### src/rtl/operand_fwd_if.sv
// Operand-forwarding bus: ID-stage source/destination info, GPR read data,
// writeback port and the resolved EXE-stage operands.
// master = pipeline/environment side, slave = operand_fwd.
interface operand_fwd_if #(
  parameter int DW = 64,
  parameter int AW = 5
);
  logic          id_freeze;
  logic          ex_freeze;
  logic          flushpipe;
  logic          id_valid;
  logic [AW-1:0] id_addra;
  logic [AW-1:0] id_addrb;
  logic          id_rda;
  logic          id_rdb;
  logic [AW-1:0] id_wr_addr;
  logic          id_we;
  logic          id_is_load;
  logic [DW-1:0] rf_dataa;
  logic [DW-1:0] rf_datab;
  logic [AW-1:0] wb_addr;
  logic [DW-1:0] wb_data;
  logic          wb_we;
  logic [DW-1:0] ex_opa;
  logic [DW-1:0] ex_opb;
  logic          ex_valid;
  logic          hazard_stall;

  modport master (
    output id_freeze, ex_freeze, flushpipe, id_valid, id_addra, id_addrb,
           id_rda, id_rdb, id_wr_addr, id_we, id_is_load, rf_dataa, rf_datab,
           wb_addr, wb_data, wb_we,
    input  ex_opa, ex_opb, ex_valid, hazard_stall
  );

  modport slave (
    input  id_freeze, ex_freeze, flushpipe, id_valid, id_addra, id_addrb,
           id_rda, id_rdb, id_wr_addr, id_we, id_is_load, rf_dataa, rf_datab,
           wb_addr, wb_data, wb_we,
    output ex_opa, ex_opb, ex_valid, hazard_stall
  );
endinterface

### src/rtl/operand_fwd.sv
// EXE-stage operand resolution with writeback / last-write forwarding,
// freeze hold registers and load-use hazard detection.
// Optional feature macro: PIPPO_OPERAND_FWD_EN. When undefined, operands come
// only from the hold register or GPR read data and every RAW against a valid
// writing EXE instruction stalls ID.

// One source operand (a or b): select + freeze hold register.
module operand_fwd_src #(
  parameter int DW = 64,
  parameter int AW = 5
) (
  input  logic          clk,
  input  logic          rst,
  input  logic          flushpipe,
  input  logic          ex_freeze,
  input  logic [AW-1:0] addr,
  input  logic          rd,
  input  logic [DW-1:0] rf_data,
  input  logic          wb_we,
  input  logic [AW-1:0] wb_addr,
  input  logic [DW-1:0] wb_data,
  input  logic          lw_vld,
  input  logic [AW-1:0] lw_addr,
  input  logic [DW-1:0] lw_data,
  output logic [DW-1:0] op
);
  logic          hold_vld;
  logic [DW-1:0] hold_q;
  logic [DW-1:0] sel;

`ifndef PIPPO_OPERAND_FWD_EN
  logic unused_fwd;
  assign unused_fwd = ^{wb_we, wb_addr, wb_data, lw_vld, lw_addr, lw_data};
`endif

  // Priority select: hold > (fwd: wb > last-write) > GPR; r0 never forwarded.
  always_comb begin
    sel = rf_data;
`ifdef PIPPO_OPERAND_FWD_EN
    if (addr != '0) begin
      if (wb_we && (wb_addr == addr))       sel = wb_data;
      else if (lw_vld && (lw_addr == addr)) sel = lw_data;
    end
`endif
    if (hold_vld) sel = hold_q;
    op = rd ? sel : '0;
  end

  // Capture the operand on the first frozen edge, release on first unfrozen edge.
  always_ff @(posedge clk or negedge rst) begin
    if (!rst) begin
      hold_vld <= 1'b0;
      hold_q   <= '0;
    end else if (flushpipe) begin
      hold_vld <= 1'b0;
    end else if (ex_freeze && !hold_vld) begin
      hold_vld <= 1'b1;
      hold_q   <= op;
    end else if (!ex_freeze) begin
      hold_vld <= 1'b0;
    end
  end
endmodule

module operand_fwd #(
  parameter int DW = 64,
  parameter int AW = 5
) (
  input  logic      clk,
  input  logic      rst,
  operand_fwd_if.slave bus
);
  localparam int NUM_SRC = 2;

  typedef struct packed {
    logic                       valid;
    logic [NUM_SRC-1:0][AW-1:0] addr;
    logic [NUM_SRC-1:0]         rd;
    logic [AW-1:0]              wr_addr;
    logic                       we;
    logic                       is_load;
  } ex_req_t;

  ex_req_t id_req, ex_q;
  logic [NUM_SRC-1:0][DW-1:0] rf_data, op;
  logic          lw_vld;
  logic [AW-1:0] lw_addr;
  logic [DW-1:0] lw_data;
  logic          raw;

  // Pack the ID-stage instruction; index 0 is source a, 1 is source b.
  always_comb begin
    id_req         = '0;
    id_req.valid   = bus.id_valid;
    id_req.addr    = {bus.id_addrb, bus.id_addra};
    id_req.rd      = {bus.id_rdb, bus.id_rda};
    id_req.wr_addr = bus.id_wr_addr;
    id_req.we      = bus.id_we;
    id_req.is_load = bus.id_is_load;
  end

  // ID->EXE register; ID freeze with EXE running inserts a bubble; flush wins.
  always_ff @(posedge clk or negedge rst) begin
    if (!rst) begin
      ex_q <= '0;
    end else begin
      if (!bus.id_freeze)      ex_q       <= id_req;
      else if (!bus.ex_freeze) ex_q.valid <= 1'b0;
      if (bus.flushpipe)       ex_q.valid <= 1'b0;
    end
  end

`ifdef PIPPO_OPERAND_FWD_EN
  // Last write seen by the GPR file, covering a write on the same edge as the read.
  always_ff @(posedge clk or negedge rst) begin
    if (!rst) begin
      lw_vld  <= 1'b0;
      lw_addr <= '0;
      lw_data <= '0;
    end else if (bus.wb_we && !bus.flushpipe) begin
      lw_vld  <= 1'b1;
      lw_addr <= bus.wb_addr;
      lw_data <= bus.wb_data;
    end else begin
      lw_vld  <= 1'b0;
    end
  end
`else
  assign lw_vld  = 1'b0;
  assign lw_addr = '0;
  assign lw_data = '0;
`endif

  assign rf_data = {bus.rf_datab, bus.rf_dataa};

  for (genvar i = 0; i < NUM_SRC; i++) begin : g_src
    operand_fwd_src #(.DW(DW), .AW(AW)) u_src (
      .clk       (clk),
      .rst       (rst),
      .flushpipe (bus.flushpipe),
      .ex_freeze (bus.ex_freeze),
      .addr      (ex_q.addr[i]),
      .rd        (ex_q.rd[i]),
      .rf_data   (rf_data[i]),
      .wb_we     (bus.wb_we),
      .wb_addr   (bus.wb_addr),
      .wb_data   (bus.wb_data),
      .lw_vld    (lw_vld),
      .lw_addr   (lw_addr),
      .lw_data   (lw_data),
      .op        (op[i])
    );
  end

  assign bus.ex_opa   = op[0];
  assign bus.ex_opb   = op[1];
  assign bus.ex_valid = ex_q.valid;

  // RAW on a writing EXE instruction; with forwarding only loads must stall.
  always_comb begin
    raw = bus.id_valid && ex_q.valid && ex_q.we && (ex_q.wr_addr != '0) &&
          ((bus.id_rda && (bus.id_addra == ex_q.wr_addr)) ||
           (bus.id_rdb && (bus.id_addrb == ex_q.wr_addr)));
`ifdef PIPPO_OPERAND_FWD_EN
    bus.hazard_stall = raw && ex_q.is_load;
`else
    bus.hazard_stall = raw;
`endif
  end
endmodule

### src/flat_wrapper.sv
// flat-port wrapper written by rule: the top's interface ports become plain ports
module operand_fwd_flat 
#(
  parameter int DW = 64,
  parameter int AW = 5
)
  (clk, rst, bus_id_freeze, bus_ex_freeze, bus_flushpipe, bus_id_valid, bus_id_addra, bus_id_addrb, bus_id_rda, bus_id_rdb, bus_id_wr_addr, bus_id_we, bus_id_is_load, bus_rf_dataa, bus_rf_datab, bus_wb_addr, bus_wb_data, bus_wb_we, bus_ex_opa, bus_ex_opb, bus_ex_valid, bus_hazard_stall);
  operand_fwd_if #(.DW(DW), .AW(AW)) bus_i ();
  input  logic clk;
  input  logic rst;
  input wire logic [$bits(bus_i.id_freeze)-1:0] bus_id_freeze;
  input wire logic [$bits(bus_i.ex_freeze)-1:0] bus_ex_freeze;
  input wire logic [$bits(bus_i.flushpipe)-1:0] bus_flushpipe;
  input wire logic [$bits(bus_i.id_valid)-1:0] bus_id_valid;
  input wire logic [$bits(bus_i.id_addra)-1:0] bus_id_addra;
  input wire logic [$bits(bus_i.id_addrb)-1:0] bus_id_addrb;
  input wire logic [$bits(bus_i.id_rda)-1:0] bus_id_rda;
  input wire logic [$bits(bus_i.id_rdb)-1:0] bus_id_rdb;
  input wire logic [$bits(bus_i.id_wr_addr)-1:0] bus_id_wr_addr;
  input wire logic [$bits(bus_i.id_we)-1:0] bus_id_we;
  input wire logic [$bits(bus_i.id_is_load)-1:0] bus_id_is_load;
  input wire logic [$bits(bus_i.rf_dataa)-1:0] bus_rf_dataa;
  input wire logic [$bits(bus_i.rf_datab)-1:0] bus_rf_datab;
  input wire logic [$bits(bus_i.wb_addr)-1:0] bus_wb_addr;
  input wire logic [$bits(bus_i.wb_data)-1:0] bus_wb_data;
  input wire logic [$bits(bus_i.wb_we)-1:0] bus_wb_we;
  output wire logic [$bits(bus_i.ex_opa)-1:0] bus_ex_opa;
  output wire logic [$bits(bus_i.ex_opb)-1:0] bus_ex_opb;
  output wire logic [$bits(bus_i.ex_valid)-1:0] bus_ex_valid;
  output wire logic [$bits(bus_i.hazard_stall)-1:0] bus_hazard_stall;
  assign bus_i.id_freeze = bus_id_freeze;
  assign bus_i.ex_freeze = bus_ex_freeze;
  assign bus_i.flushpipe = bus_flushpipe;
  assign bus_i.id_valid = bus_id_valid;
  assign bus_i.id_addra = bus_id_addra;
  assign bus_i.id_addrb = bus_id_addrb;
  assign bus_i.id_rda = bus_id_rda;
  assign bus_i.id_rdb = bus_id_rdb;
  assign bus_i.id_wr_addr = bus_id_wr_addr;
  assign bus_i.id_we = bus_id_we;
  assign bus_i.id_is_load = bus_id_is_load;
  assign bus_i.rf_dataa = bus_rf_dataa;
  assign bus_i.rf_datab = bus_rf_datab;
  assign bus_i.wb_addr = bus_wb_addr;
  assign bus_i.wb_data = bus_wb_data;
  assign bus_i.wb_we = bus_wb_we;
  assign bus_ex_opa = bus_i.ex_opa;
  assign bus_ex_opb = bus_i.ex_opb;
  assign bus_ex_valid = bus_i.ex_valid;
  assign bus_hazard_stall = bus_i.hazard_stall;
  operand_fwd #(.DW(DW), .AW(AW)) u_core (.clk(clk), .rst(rst), .bus(bus_i));
endmodule
### config.mk
export PLATFORM = sky130hd
export DESIGN_NAME = operand_fwd_flat
export DESIGN_NICKNAME = d
export VERILOG_FILES = /design/src/rtl/operand_fwd_if.sv /design/src/rtl/operand_fwd.sv /design/src/flat_wrapper.sv
export SDC_FILE = /design/constraint.sdc
export NUM_CORES = 1
export LEC_CHECK = 0
export ABC_AREA = 1
export CAP_MARGIN = 20
export CELL_PAD_IN_SITES_DETAIL_PLACEMENT = 2
export CELL_PAD_IN_SITES_GLOBAL_PLACEMENT = 2
export CORE_ASPECT_RATIO = 1.25
export CORE_MARGIN = 4
export CORE_UTILIZATION = 23
export DETAILED_ROUTE_END_ITERATION = 8
export PLACE_DENSITY_LB_ADDON = 0.1
export SYNTH_ARGS = -nofsm -noshare
export SYNTH_HDL_FRONTEND = slang
export SYNTH_SLANG_ARGS = --single-unit
### constraint.sdc
create_clock -name clk -period 2.75 [get_ports clk]
set_clock_uncertainty 0.2 [all_clocks]
set_input_delay 0.825 -clock clk [delete_from_list [all_inputs] [get_ports clk]]
set_output_delay 0.825 -clock clk [all_outputs]
set_load 0.05 [all_outputs]
# Word-level counts from Yosys, hierarchy flattened
# Cells that the tools add are included.
[totals]
word_cells = 39
output_inout_bits = 130
input_bits = 223
reg_bits = 139
[classes]
eq_ne = 5
muxes = 11
n_reduce_logical = 14
bitwise = 1
[ops]
columns = ["op", "count"]
rows = [
  ["64-bit two-way mux", 4],
  ["5-bit equality test", 2],
  ["1-bit logical AND", 8],
  ["1-bit two-way mux", 7],
  ["3-bit by 1-bit inequality test with 1-bit output (second input constant)", 2],
  ["5-bit nonzero test", 1],
  ["2-bit AND reduction", 2],
  ["3-bit by 2-bit inequality test with 1-bit output (second input constant)", 1],
  ["1-bit zero test", 2],
  ["1-bit logical OR", 1],
  ["1-bit NOT", 1],
]

# Logic depth before layout (Yosys ltp)
[logic_depth]
ltp_word = 4
ltp_mapped = 8
ltp_nobuf = 6

# Hierarchy
# From an unflattened synthesis, not the netlist that was laid out.
[hier_totals]
cells_unflattened = 1240
hier_area_um2 = 8265.4
[by_module_without_submodules]
columns = ["mod", "seq_area_each_um2", "cells_per_inst", "instances", "area_per_inst_um2"]
rows = [
  ["operand_fwd_src", 1626.6, 559, 2, 3683.5],
  ["operand_fwd", 475.5, 122, 1, 898.4],
]

# Worst setup path before layout
# OpenSTA, ideal clock, no wires.
[synth_path]
path_type = "in2out"
from = "input port bus_id_addrb[3]"
to = "output port bus_hazard_stall"
required_time_ps = 1725
path_slack_ps = -153
cell_stages = 6
t_arrival_ps = 1878
path_buffers = 0
cell_sequence = "inv_1 nand2_1 nand2_1 nor2_1 nand3_1 a21oi_1"
[synth_via]
elab_chain_cells = 4
[synth_rtl]
columns = ["item", "line_no", "source"]
rows = [
  ["start, declared", "flat_wrapper.sv:16", "input wire logic [$bits(bus_i.id_addrb)-1:0] bus_id_addrb;"],
  ["5-bit equality test", "operand_fwd.sv:163", "(bus.id_rdb && (bus.id_addrb == ex_q.wr_addr)));"],
  ["1-bit logical AND", "operand_fwd.sv:163", ""],
  ["1-bit logical OR", "operand_fwd.sv:162", "((bus.id_rda && (bus.id_addra == ex_q.wr_addr)) ||"],
  ["1-bit logical AND", "operand_fwd.sv:161", "raw = bus.id_valid && ex_q.valid && ex_q.we && (ex_q.wr_addr != '0) &&"],
  ["end, declared", "flat_wrapper.sv:30", "output wire logic [$bits(bus_i.hazard_stall)-1:0] bus_hazard_stall;"],
]
# Every way passes these cells.

# Worst setup path after layout
[layout_path]
from = "input port bus_rf_dataa[34]"
to = "output port bus_ex_opa[34]"
[layout_via]
elab_chain_cells = 2
[layout_rtl]
columns = ["item", "line_no", "source"]
rows = [
  ["start, declared", "flat_wrapper.sv:22", "input wire logic [$bits(bus_i.rf_dataa)-1:0] bus_rf_dataa;"],
  ["64-bit two-way mux", "operand_fwd.sv:45", "if (hold_vld) sel = hold_q;"],
  ["64-bit two-way mux", "operand_fwd.sv:46", "op = rd ? sel : '0;"],
  ["end, declared", "flat_wrapper.sv:27", "output wire logic [$bits(bus_i.ex_opa)-1:0] bus_ex_opa;"],
]
# Every way passes these cells.

==> out/qor.csv <==
stage;metric;value;unit
setup_path;Buf/Inv on CP;2;
setup_path;worst stage delay on the critical path;0.49;ns
grt;first-pass GRT wire length;49.8;mm
layout;P&R area growth vs syn;110;%
layout;Final #Nets;1602;
grt;initial antenna violation count;5;
clock_network;Num CTS Buffers;17;
logic_synthesis;Cells after Synth;926;
logic_synthesis;syn nets;1149;
routing;DR iter-0 viols;240;
sta;Slew @ Worst Pin;0.620;ns
routing;drt pass-1 iters;4;
routing;ANT nets after route;0;
setup_path;Arr. time, crit path;1.83;ns
grt;overall routing resource usage;18.1;%
setup_path;Slowest-stage cell, CP;clkdlybuf4s50_1;
sta;fmax;351;MHz
die;die area;34400;sq um
clock_network;Worst-Skew Late Latency;0.42;ns
power;worst vdd ir;0.000315;V
grt;GRT overflow;0;
clock_network;clock root cell;clkbuf_16;
run;MaxCap Viol Count;0;
setup_path;CP Cell Sequence;clkdlybuf4s50_1 -> o21ai_1 -> a21oi_2 -> buf_12;
power;Tot Pwr;8840;uW
die;Initial Util;23.3;%
logic_synthesis;synth warn;0;
sta;Slew HR;58.7;%
place;dpl cell area;12500;sq um
logic_synthesis;flops & latches, synth;139;
routing;post-DR vias/cell;4.63;
routing;WL final;37.0;mm
setup_path;R2R Setup Slk;0.55;ns
place;Port Buffer Count;281;
outcome;failing checks;setup timing;
die;DIE HEIGHT;206;um
grt;vias in the first global route;8901;
die;I/O pins;353;
sta;# setup viols final;62;
layout;fillers;3208;
clock_network;Worst-path clk slew;0.06;ns
setup_path;CP Class;in -> out;
sta;fin crit period;2.85;ns
logic_synthesis;Cell Area, Synth;7230;sq um
logic_synthesis;Seq/Total Area, Yosys;48.1;%
layout;commonest non-fill, non-tap cell in the layout;buf_4;
sta;RSZ-0062 raised after global routing;true;
sta;Final WS setup;-0.102;ns
clock_network;CTS tree;built;
sta;Final Slew Violations;0;
routing;WL/cell;20.5;um
place;dpl hpwl;20.9;mm
setup_path;CP top delay family;buffers and inverters;
routing;vias post-DR;8339;
place;Final Wtd Congestion;0.754;
setup_path;Startpoint Class;input pin;
routing;# DRC;0;
layout;design area;15200;sq um
clock_network;clock sinks;139;
sta;Final period util;104;%
power;Power per Cell Area;581;nW/um^2
layout;most frequent cells in the layout;buf_4, nand2_1, buf_12, inv_1, o21ai_1;
die;# rows;72;
setup_path;CP required;1.73;ns
logic_synthesis;Mean Syn Cell Area;7.81;sq um
outcome;outcome;finished, violations left;
grt;largest net degree at the start of global routing;66;
die;core area;31000;sq um
clock_network;post-cts hold buffer count;0;
setup_path;Worst R2R Start;u_core.g_src[0].u_src.hold_vld$_DFFE_PN0P_;
setup_path;R2R depth;7;
clock_network;H-tree levels;4;
place;pre-CTS setup slack;-0.336;ns
setup_path;CP endpoint kind;output port;
sta;final hold vios;0;
setup_path;r2r endpoint;u_core.g_src[0].u_src.hold_q[56]$_DFFE_PN0P_;
die;Die W;167;um
clock_network;Clock Path Buffers;2;
setup_path;Crit Path Max Fanout;2;
min_path;Hold Crit Class;in -> async;
logic_synthesis;Unique masters post-synth;18;
power;Static Leak;0.00683;uW
layout;fraction of layout cells with a size suffix above 1;42.4;%
==> cell type report <==
cell class / instances / area (sq um) / area share [%]
antenna: 3 / 7.51 / 0.0493
clock buffer: 20 / 467 / 3.07
clock inverter: 11 / 191 / 1.26
inverter: 143 / 537 / 3.53
multi-input combinational: 572 / 3690 / 24.3
sequential: 139 / 3490 / 22.9
tap: 407 / 509 / 3.35
timing repair buffer: 506 / 6330 / 41.6
==> worst register-to-register path: cells and delay by family, from the launching register on <==
family	cells	cell delay, ns
AOI/OAI and AO/OA	1	0.14
buffers and inverters	4	0.76
DFF	1	0.54
and+or+nand+nor	2	0.45
==> state kept, by name, summed over array words and instances (netlist names) <==
register / cells
u_core.bus.ex_valid: 1
u_core.ex_q: 8
u_core.g_src.u_src.hold_q: 128
u_core.g_src.u_src.hold_vld: 2
==> worst max-delay path by stage <==
stage                     cells past startpoint  slack [ns]          endpoint                                       start
after floorplan                               2        0.02    bus_ex_opb[62]                            bus_rf_datab[62]
after global placement                        8       -0.32  bus_hazard_stall                             bus_id_addrb[0]
after detailed placement                      8       -0.34  bus_hazard_stall                             bus_id_addrb[2]
after CTS                                     4       -0.09    bus_ex_opa[32]  u_core.g_src[0].u_src.hold_vld$_DFFE_PN0P_
after global routing                          5       -0.17    bus_ex_opb[37]  u_core.g_src[1].u_src.hold_vld$_DFFE_PN0P_
final                                         4       -0.10    bus_ex_opa[34]                            bus_rf_dataa[34]
==> per-layer routing <==
layer	part of all wire (%)	wire length [um]	global-route usage [%]	up-vias
met4	1.4	528	4.27	4
li1	-	-	-	3929
met1	39	14500	21.3	4187
met2	55	20200	32.7	185
met5	0.073	27	0	-
met3	4.5	1680	5.22	34
==> synth_stat cells <==
| cell type | n | area (sq um) |
|---|---|---|
| a21oi_1 | 131 | 656 |
| a21oi_2 | 3 | 26.3 |
| a32o_1 | 1 | 10.0 |
| buf_2 | 27 | 135 |
| buf_4 | 21 | 158 |
| buf_6 | 17 | 191 |
| clkbuf_1 | 7 | 26.3 |
| dfrtp_1 | 139 | 3480 |
| inv_1 | 142 | 533 |
| inv_2 | 1 | 3.75 |
| mux2_2 | 3 | 33.8 |
| nand2_1 | 154 | 578 |
| nand3_1 | 2 | 10.0 |
| nand4_1 | 2 | 12.5 |
| nor2_1 | 16 | 60.1 |
| nor2_4 | 3 | 33.8 |
| o21ai_0 | 159 | 796 |
| o21ai_1 | 98 | 490 |
==> what timing repair did <==
| action | CTS | global route |
|---|---|---|
| gates resized for setup | 285 | 181 |
| pin swaps | 21 | 24 |
| setup endpoints to repair | 129 | 123 |
| buffers inserted | 56 | 37 |
| gates cloned | 2 | 15 |
==> power by group <==
| part | switching (uW) | leakage [uW] | internal [uW] | total [uW] |
|---|---|---|---|---|
| Sequential | 120 | 0.00178 | 2370 | 2490 |
| Clock | 989 | 0.000314 | 1680 | 2670 |
| Combinational | 2020 | 0.00473 | 1670 | 3680 |
| Total | 3130 | 0.00683 | 5710 | 8840 |
==> logic make-up after synthesis <==
| kind of cell | count (synthesis) | synth area share, % |
|---|---|---|
| multiplexers | 3 | 0.467 |
| flip-flops | 139 | 48.1 |
| AND/OR/NAND/NOR | 177 | 9.60 |
| AO/OA/AOI/OAI | 392 | 27.4 |
| buffers and inverters | 215 | 14.5 |
==> stage by stage <==
stage          TNS (ns)  util (%)  std cells  hold slack [ns]
2_1_floorplan         0         -        926            0.280
6_report          -1.69      49.1       1801            0.164
4_1_cts           -2.58      45.4       1754            0.183
5_1_grt           -7.32      49.1       1800            0.200
3_3_place_gp      -9.50      40.3       1665            0.298
3_5_place_dp     -11.95      40.3       1665            0.304
(Power assumes the default switching activity.)
